--- config.mk ---
export PLATFORM = sky130hd
export DESIGN_NAME = fetch_queue
export DESIGN_NICKNAME = d
export VERILOG_FILES = /design/src/rtl/fetch_pkg.sv /design/src/rtl/sync_fifo.sv /design/src/rtl/fetch_queue.sv
export SDC_FILE = /design/constraint.sdc
export NUM_CORES = 1
export LEC_CHECK = 0
export CORE_MARGIN = 1.5
export CORE_UTILIZATION = 51
export CTS_CLUSTER_SIZE = 40
export DETAILED_ROUTE_END_ITERATION = 6
export GPL_TIMING_DRIVEN = 1
export PLACE_DENSITY_LB_ADDON = 0.3
export SYNTH_ARGS = -nofsm -noshare
export SYNTH_HDL_FRONTEND = slang
export SYNTH_SLANG_ARGS = --single-unit
export TNS_END_PERCENT = 10
--- constraint.sdc ---
create_clock -name clk -period 2.6 [get_ports clk]
set_clock_uncertainty 0.1 [all_clocks]
set_input_delay 0.78 -clock clk [delete_from_list [all_inputs] [get_ports clk]]
set_output_delay 0.78 -clock clk [all_outputs]
set_load 0.02 [all_outputs]
--- src/rtl/fetch_pkg.sv ---
// fetch_pkg: shared types for the instruction-fetch front end.
// The prefetch entry pairs a fetched instruction with the address that follows it.
`ifndef INSTRUCTION_LEN
`define INSTRUCTION_LEN 19
`endif
`ifndef ADDRESS_LEN
`define ADDRESS_LEN 12
`endif

package fetch_pkg;

  typedef struct packed {
    logic [`INSTRUCTION_LEN-1:0] instr;
    logic [`ADDRESS_LEN-1:0]     pc_plus1;
  } fetch_entry_t;

  localparam int FETCH_DEPTH_DEFAULT = 4;
  localparam int FETCH_CNT_W         = $clog2(FETCH_DEPTH_DEFAULT) + 1;

  // Occupancy counters need one extra bit so that a full buffer is representable.
  function automatic int fetch_cnt_w(input int depth);
    return $clog2(depth) + 1;
  endfunction

endpackage

--- src/rtl/sync_fifo.sv ---
// sync_fifo: circular-buffer FIFO of arbitrary entry type with a synchronous clear.
// Pushing into a full buffer is illegal and caught by an assertion.
module sync_fifo #(
  parameter type ENTRY_T = logic [7:0],
  parameter int  DEPTH   = 4,
  parameter int  CNT_W   = $clog2(DEPTH) + 1
) (
  input  logic             clk,
  input  logic             rst_n,
  input  logic             i_clear,
  input  logic             i_push,
  input  ENTRY_T           i_wdata,
  input  logic             i_pop,
  output ENTRY_T           o_rdata,
  output logic [CNT_W-1:0] o_count,
  output logic             o_empty
);

  localparam int PTR_W = $clog2(DEPTH);

  ENTRY_T           r_mem [DEPTH];
  logic [PTR_W-1:0] r_wptr;
  logic [PTR_W-1:0] r_rptr;
  logic [CNT_W-1:0] r_count;
  logic             w_full;
  logic             w_pop;
  logic             w_push;

  assign o_empty = (r_count == '0);
  assign w_full  = (r_count == CNT_W'(DEPTH));
  assign w_pop   = i_pop & ~o_empty & ~i_clear;
  assign w_push  = i_push & ~i_clear;
  assign o_count = r_count;
  assign o_rdata = r_mem[r_rptr];

  // Pointer and occupancy bookkeeping; clear wins over any push or pop.
  always_ff @(posedge clk or negedge rst_n) begin
    if (!rst_n) begin
      r_wptr  <= '0;
      r_rptr  <= '0;
      r_count <= '0;
    end else if (i_clear) begin
      r_wptr  <= '0;
      r_rptr  <= '0;
      r_count <= '0;
    end else begin
      if (w_push) r_wptr <= r_wptr + PTR_W'(1);
      if (w_pop)  r_rptr <= r_rptr + PTR_W'(1);
      r_count <= r_count + CNT_W'(w_push) - CNT_W'(w_pop);
    end
  end

  // Entry storage carries data only, so it is left unreset.
  always_ff @(posedge clk) begin
    if (w_push) r_mem[r_wptr] <= i_wdata;
  end

  a_no_overflow: assert property (@(posedge clk) disable iff (!rst_n)
    !(i_push && !i_clear && w_full));

endmodule

--- src/rtl/fetch_queue.sv ---
// fetch_queue: PC owner and prefetch buffer in front of the IF/ID register.
// Issues sequential reads to a 1-cycle synchronous memory, buffers responses,
// absorbs downstream stalls and flushes wrong-path work on redirect.
// Optional macro FETCH_QUEUE_BYPASS_EN lets a response reach out_* in the
// cycle it arrives when the buffer is empty.
module fetch_queue
  import fetch_pkg::*;
#(
  parameter int DEPTH     = FETCH_DEPTH_DEFAULT,
  parameter int INSTR_LEN = `INSTRUCTION_LEN,
  parameter int ADDR_LEN  = `ADDRESS_LEN
) (
  input  logic                 clk,
  input  logic                 rst,
  input  logic                 redirect_valid,
  input  logic [ADDR_LEN-1:0]  redirect_pc,
  output logic                 imem_req,
  output logic [ADDR_LEN-1:0]  imem_addr,
  input  logic [INSTR_LEN-1:0] imem_rdata,
  output logic                 out_valid,
  input  logic                 out_ready,
  output logic [INSTR_LEN-1:0] out_instr,
  output logic [ADDR_LEN-1:0]  out_pc_plus1
);

  localparam int CNT_W = fetch_cnt_w(DEPTH);

  logic [ADDR_LEN-1:0] r_fetch_pc;
  logic [ADDR_LEN-1:0] r_inflight_pc1;
  logic                r_inflight;
  logic [CNT_W-1:0]    w_count;
  logic [CNT_W:0]      w_occupancy;
  logic                w_fifo_empty;
  logic                w_issue;
  logic                w_push;
  logic                w_pop;
  fetch_entry_t        w_resp;
  fetch_entry_t        w_head;
  fetch_entry_t        w_out;

  // Space must be reserved for the response still on its way back.
  assign w_occupancy = {1'b0, w_count} + {{CNT_W{1'b0}}, r_inflight};
  assign w_issue     = rst & ~redirect_valid & (w_occupancy < (CNT_W+1)'(DEPTH));
  assign imem_req    = w_issue;
  assign imem_addr   = r_fetch_pc;

  assign w_resp.instr    = imem_rdata;
  assign w_resp.pc_plus1 = r_inflight_pc1;

`ifdef FETCH_QUEUE_BYPASS_EN
  logic w_bypass;
  assign w_bypass  = w_fifo_empty & r_inflight;
  assign out_valid = ~w_fifo_empty | w_bypass;
  assign w_out     = w_bypass ? w_resp : (w_fifo_empty ? '0 : w_head);
  // A bypassed response consumed downstream this cycle never lands in the buffer.
  assign w_push    = r_inflight & ~redirect_valid & ~(w_bypass & out_ready);
`else
  assign out_valid = ~w_fifo_empty;
  assign w_out     = w_fifo_empty ? '0 : w_head;
  assign w_push    = r_inflight & ~redirect_valid;
`endif

  assign w_pop        = ~w_fifo_empty & out_ready & ~redirect_valid;
  assign out_instr    = w_out.instr;
  assign out_pc_plus1 = w_out.pc_plus1;

  // Program counter and in-flight tracking; a redirect discards the pending read.
  always_ff @(posedge clk or negedge rst) begin
    if (!rst) begin
      r_fetch_pc     <= '0;
      r_inflight     <= 1'b0;
      r_inflight_pc1 <= '0;
    end else if (redirect_valid) begin
      r_fetch_pc <= redirect_pc;
      r_inflight <= 1'b0;
    end else begin
      r_inflight <= w_issue;
      if (w_issue) begin
        r_fetch_pc     <= r_fetch_pc + ADDR_LEN'(1);
        r_inflight_pc1 <= r_fetch_pc + ADDR_LEN'(1);
      end
    end
  end

  sync_fifo #(
    .ENTRY_T (fetch_entry_t),
    .DEPTH   (DEPTH),
    .CNT_W   (CNT_W)
  ) u_fifo (
    .clk     (clk),
    .rst_n   (rst),
    .i_clear (redirect_valid),
    .i_push  (w_push),
    .i_wdata (w_resp),
    .i_pop   (w_pop),
    .o_rdata (w_head),
    .o_count (w_count),
    .o_empty (w_fifo_empty)
  );

endmodule

==> key figures <==
Status
  – Outcome: finished with violations
  – Violations in the final reports: negative setup slack

Finish
  – Commonest non-fill, non-tap cell in the layout: edfxtp_1
  – Antenna Cells: 0
  – Non-Filler Instances: 673
  – Fill count: 776
  – Area grow syn2layout: 31.86%
  – Nets: 536
  – Share of layout cells above drive strength 1: 0.3208
  – Most frequent cells in the layout: edfxtp_1, clkdlybuf4s50_1, mux4_2, dfrtp_1, buf_6

Clock network
  – CTS tree: done
  – Num Clock Sinks: 156
  – H-tree depth: 4
  – Skew-Pair Late Insertion Delay: 420 ps
  – CTS Buf Count: 17
  – Root buffer cell: clkbuf_16
  – Longest Clk Path Bufs: 2
  – Hold Buf Count CTS: 0
  – Worst-path clk slew: 60 ps

Power and ir drop
  – Reg power frac: 0.365
  – Internal power: 6298 uW
  – Power Density: 1033 mW/mm^2
  – Sw Pwr: about 2400 uW
  – Static leakage: 0.003036 uW
  – Comb pwr share: 0.326
  – Maximum vdd ir drop: slightly above 0.6 mV
  – Switching share of power: 0.2797
  – Total power: 8742 uW
  – Clock share of power: 0.309

Setup path
  – Critical path endpoint category: output port
  – Crit path kind: register to output port
  – Critical Path Source Type: register
  – CP arrival: 1900 ps
  – CP max FO: 7
  – Req. time, crit path: 1720 ps

Floorplan
  – Total die area: 0.01327 mm^2
  – Die Ht: between 100 and 150 um
  – Cell row count: 40
  – Initial core utilization: 0.5277
  – Die Wd: 115.2 um
  – Ports: 80
  – Core area: 0.01216 mm^2

Place
  – Port Buffers: 79
  – Post-placement cell count: 635
  – Dpl ws: -726.5 ps
  – Gpl congestion: roughly 0.79
  – Post-DP HPWL: about 7600 um

Logic synthesis
  – Sequential share of the synthesized area: 0.7050
  – Adder-cell share of the synthesized area: 0.01872
  – YS warnings: 0
  – Simple-gate share of the synthesized area: 0.08013
  – Syn avg cell area: ~17 um^2
  – Post-synthesis cell count: 380
  – Xor/xnor cell area share of the yosys netlist: 0.02047
  – Compound-Gate Fraction of Synth Area: 0.04211
  – Flops & latches, synth: 156
  – EDFF count, synth: 124
  – Mapped cell area: 0.006417 mm^2
  – Most used DFF post-synth: edfxtp_1
  – Multiplexer area fraction after synthesis: 0.1137
  – Post-synth cell types: 40
  – Ys async rst share: 0.2051
  – Largest family of logic cells by synthesized area: multiplexers
  – Syn nets: 424

STA
  – Fin crit period: 2782 ps
  – Peak Freq: 0.3595 GHz
  – Setup violators final: 32
  – Endpoints failing hold: 0
  – Normalized max-slew margin: 0.7163
  – Final Slew Violations: 0
  – RSZ-0062 raised after global routing: true
  – Worst-Margin Slew: between 400 and 500 ps
  – Period utilisation layout: 1.070
  – PnR worst setup slack: -182.0 ps
  – Fin Hold WS: between 200 and 300 ps

Flow run
  – Maxcap violations: 0

Global routing
  – Global-route wire length before repair: 20,550 um
  – Initial antenna violation count: 0
  – Pin count of the biggest net entering global routing: 35
  – Global route overflow: 0
  – Number of global-route vias before repair: 3,829
  – Total GRT Usage: 0.2145

Drt
  – Initial DRC count: 235
  – Vias per std cell: 5.467
  – Avg WL per Cell: roughly 19 um
  – Number of routed nets with antenna violations: 0
  – DR DRC count: 0
  – Via count: 3,679
  – Post-Route WL: about 13,000 um
  – First-pass DRT Iterations: 4

Hold path
  – Hold/Removal Path Class: input port to asynchronous set/reset pin
power groups by stage:
stage	Sequential, uW	Clock (uW)	Combinational (uW)
finish	3190	2700	2850
global route	3220	2860	3060
CTS	3180	2740	2880
detailed placement	3230	0	2490
global placement	3200	0	2460
floorplan	3180	0	1390
per-stage QoR:
stage / util / TNS, ps / cell area (um^2)
floorplan: - / 0 / 6419
detailed placement: 0.6288 / -15530 / 7647
global route: 0.6958 / -6509 / 8462
finish: 0.6958 / -4356 / 8462
global placement: 0.6288 / -14300 / 7647
CTS: 0.6965 / -5306 / 8471
layout make-up:
class	instances	area, um^2	share of cell area
well taps	168	210.2	0.02484
repair buffers	114	1196	0.1414
multi-input cells	193	1841	0.2175
clock inverters	15	226.5	0.02676
flip-flops and latches	156	4526	0.5348
inverters	10	37.54	0.004436
clock buffers	17	425.4	0.05027
worst max-delay path, stage by stage, from the launching register on:
cell and delay, ps:
dfrtp_2 430, buf_6 130, buf_16 130, mux4_2 500, and2_4 180, buf_6 120
worst paths after layout:
path | slack (ps) | end | start | cells after the start
setup reg to reg | 180 | u_fifo.o_count[2] | u_fifo.o_count[1] | 11
min in group clk | 420 | u_fifo.r_mem[3][3] | r_inflight_pc1[3] | 0
max in group asynchronous | 1690 | u_fifo.r_rptr[0] | rst | 2
hold reg to reg | 420 | u_fifo.r_mem[3][3] | r_inflight_pc1[3] | 0
setup / recovery | -180 | out_pc_plus1[6] | u_fifo.r_rptr[0] | 5
hold / removal | 280 | r_inflight | rst | 2
layer usage:
metal,up-vias,global-route usage,share of wire
met1,1853,0.2785,0.43
li1,1687,-,-
met5,-,0,0
met2,124,0.3563,0.51
met3,15,0.05693,0.046
met4,0,0.07078,0.014
cell usage after synthesis (all sizes together) (7+ instances only):
cell,instances,share of area
inv,10,0.0058
and2,35,0.034
dfrtp,32,0.12
edfxtp,124,0.58
ha,8,0.016
xnor2,8,0.011
clkbuf,14,0.0084
a31oi,10,0.0097
xor2,7,0.0096
mux4,31,0.11
nor2,20,0.012
o21ai,28,0.022
buf,7,0.0057
cells by family (layout without fill, tap and decap cells):
group                      Yosys count  count (layout)
DFF                                156             156
and+or+nand+nor                     89              89
AOI/OAI and AO/OA                   46              46
muxes                               34              34
buffers and inverters               31             156
xor gates and xnor gates            15              15
adders and majority gates            9               9
sequential cells by signal, indices dropped and copies added (netlist names):
signal and count:
r_inflight_pc1 12, u_fifo.r_wptr 2, u_fifo.o_count 3, u_fifo.r_rptr 2
u_fifo.r_mem 124, imem_addr 12, r_inflight 1
what timing repair did:
action,4_1_cts,5_1_grt
gates resized for setup,213,7
buffers inserted,5,0
cloned,2,0
pin swaps,17,0
setup endpoints to repair,33,33
Note: power is estimated with default switching activity, not from simulation.
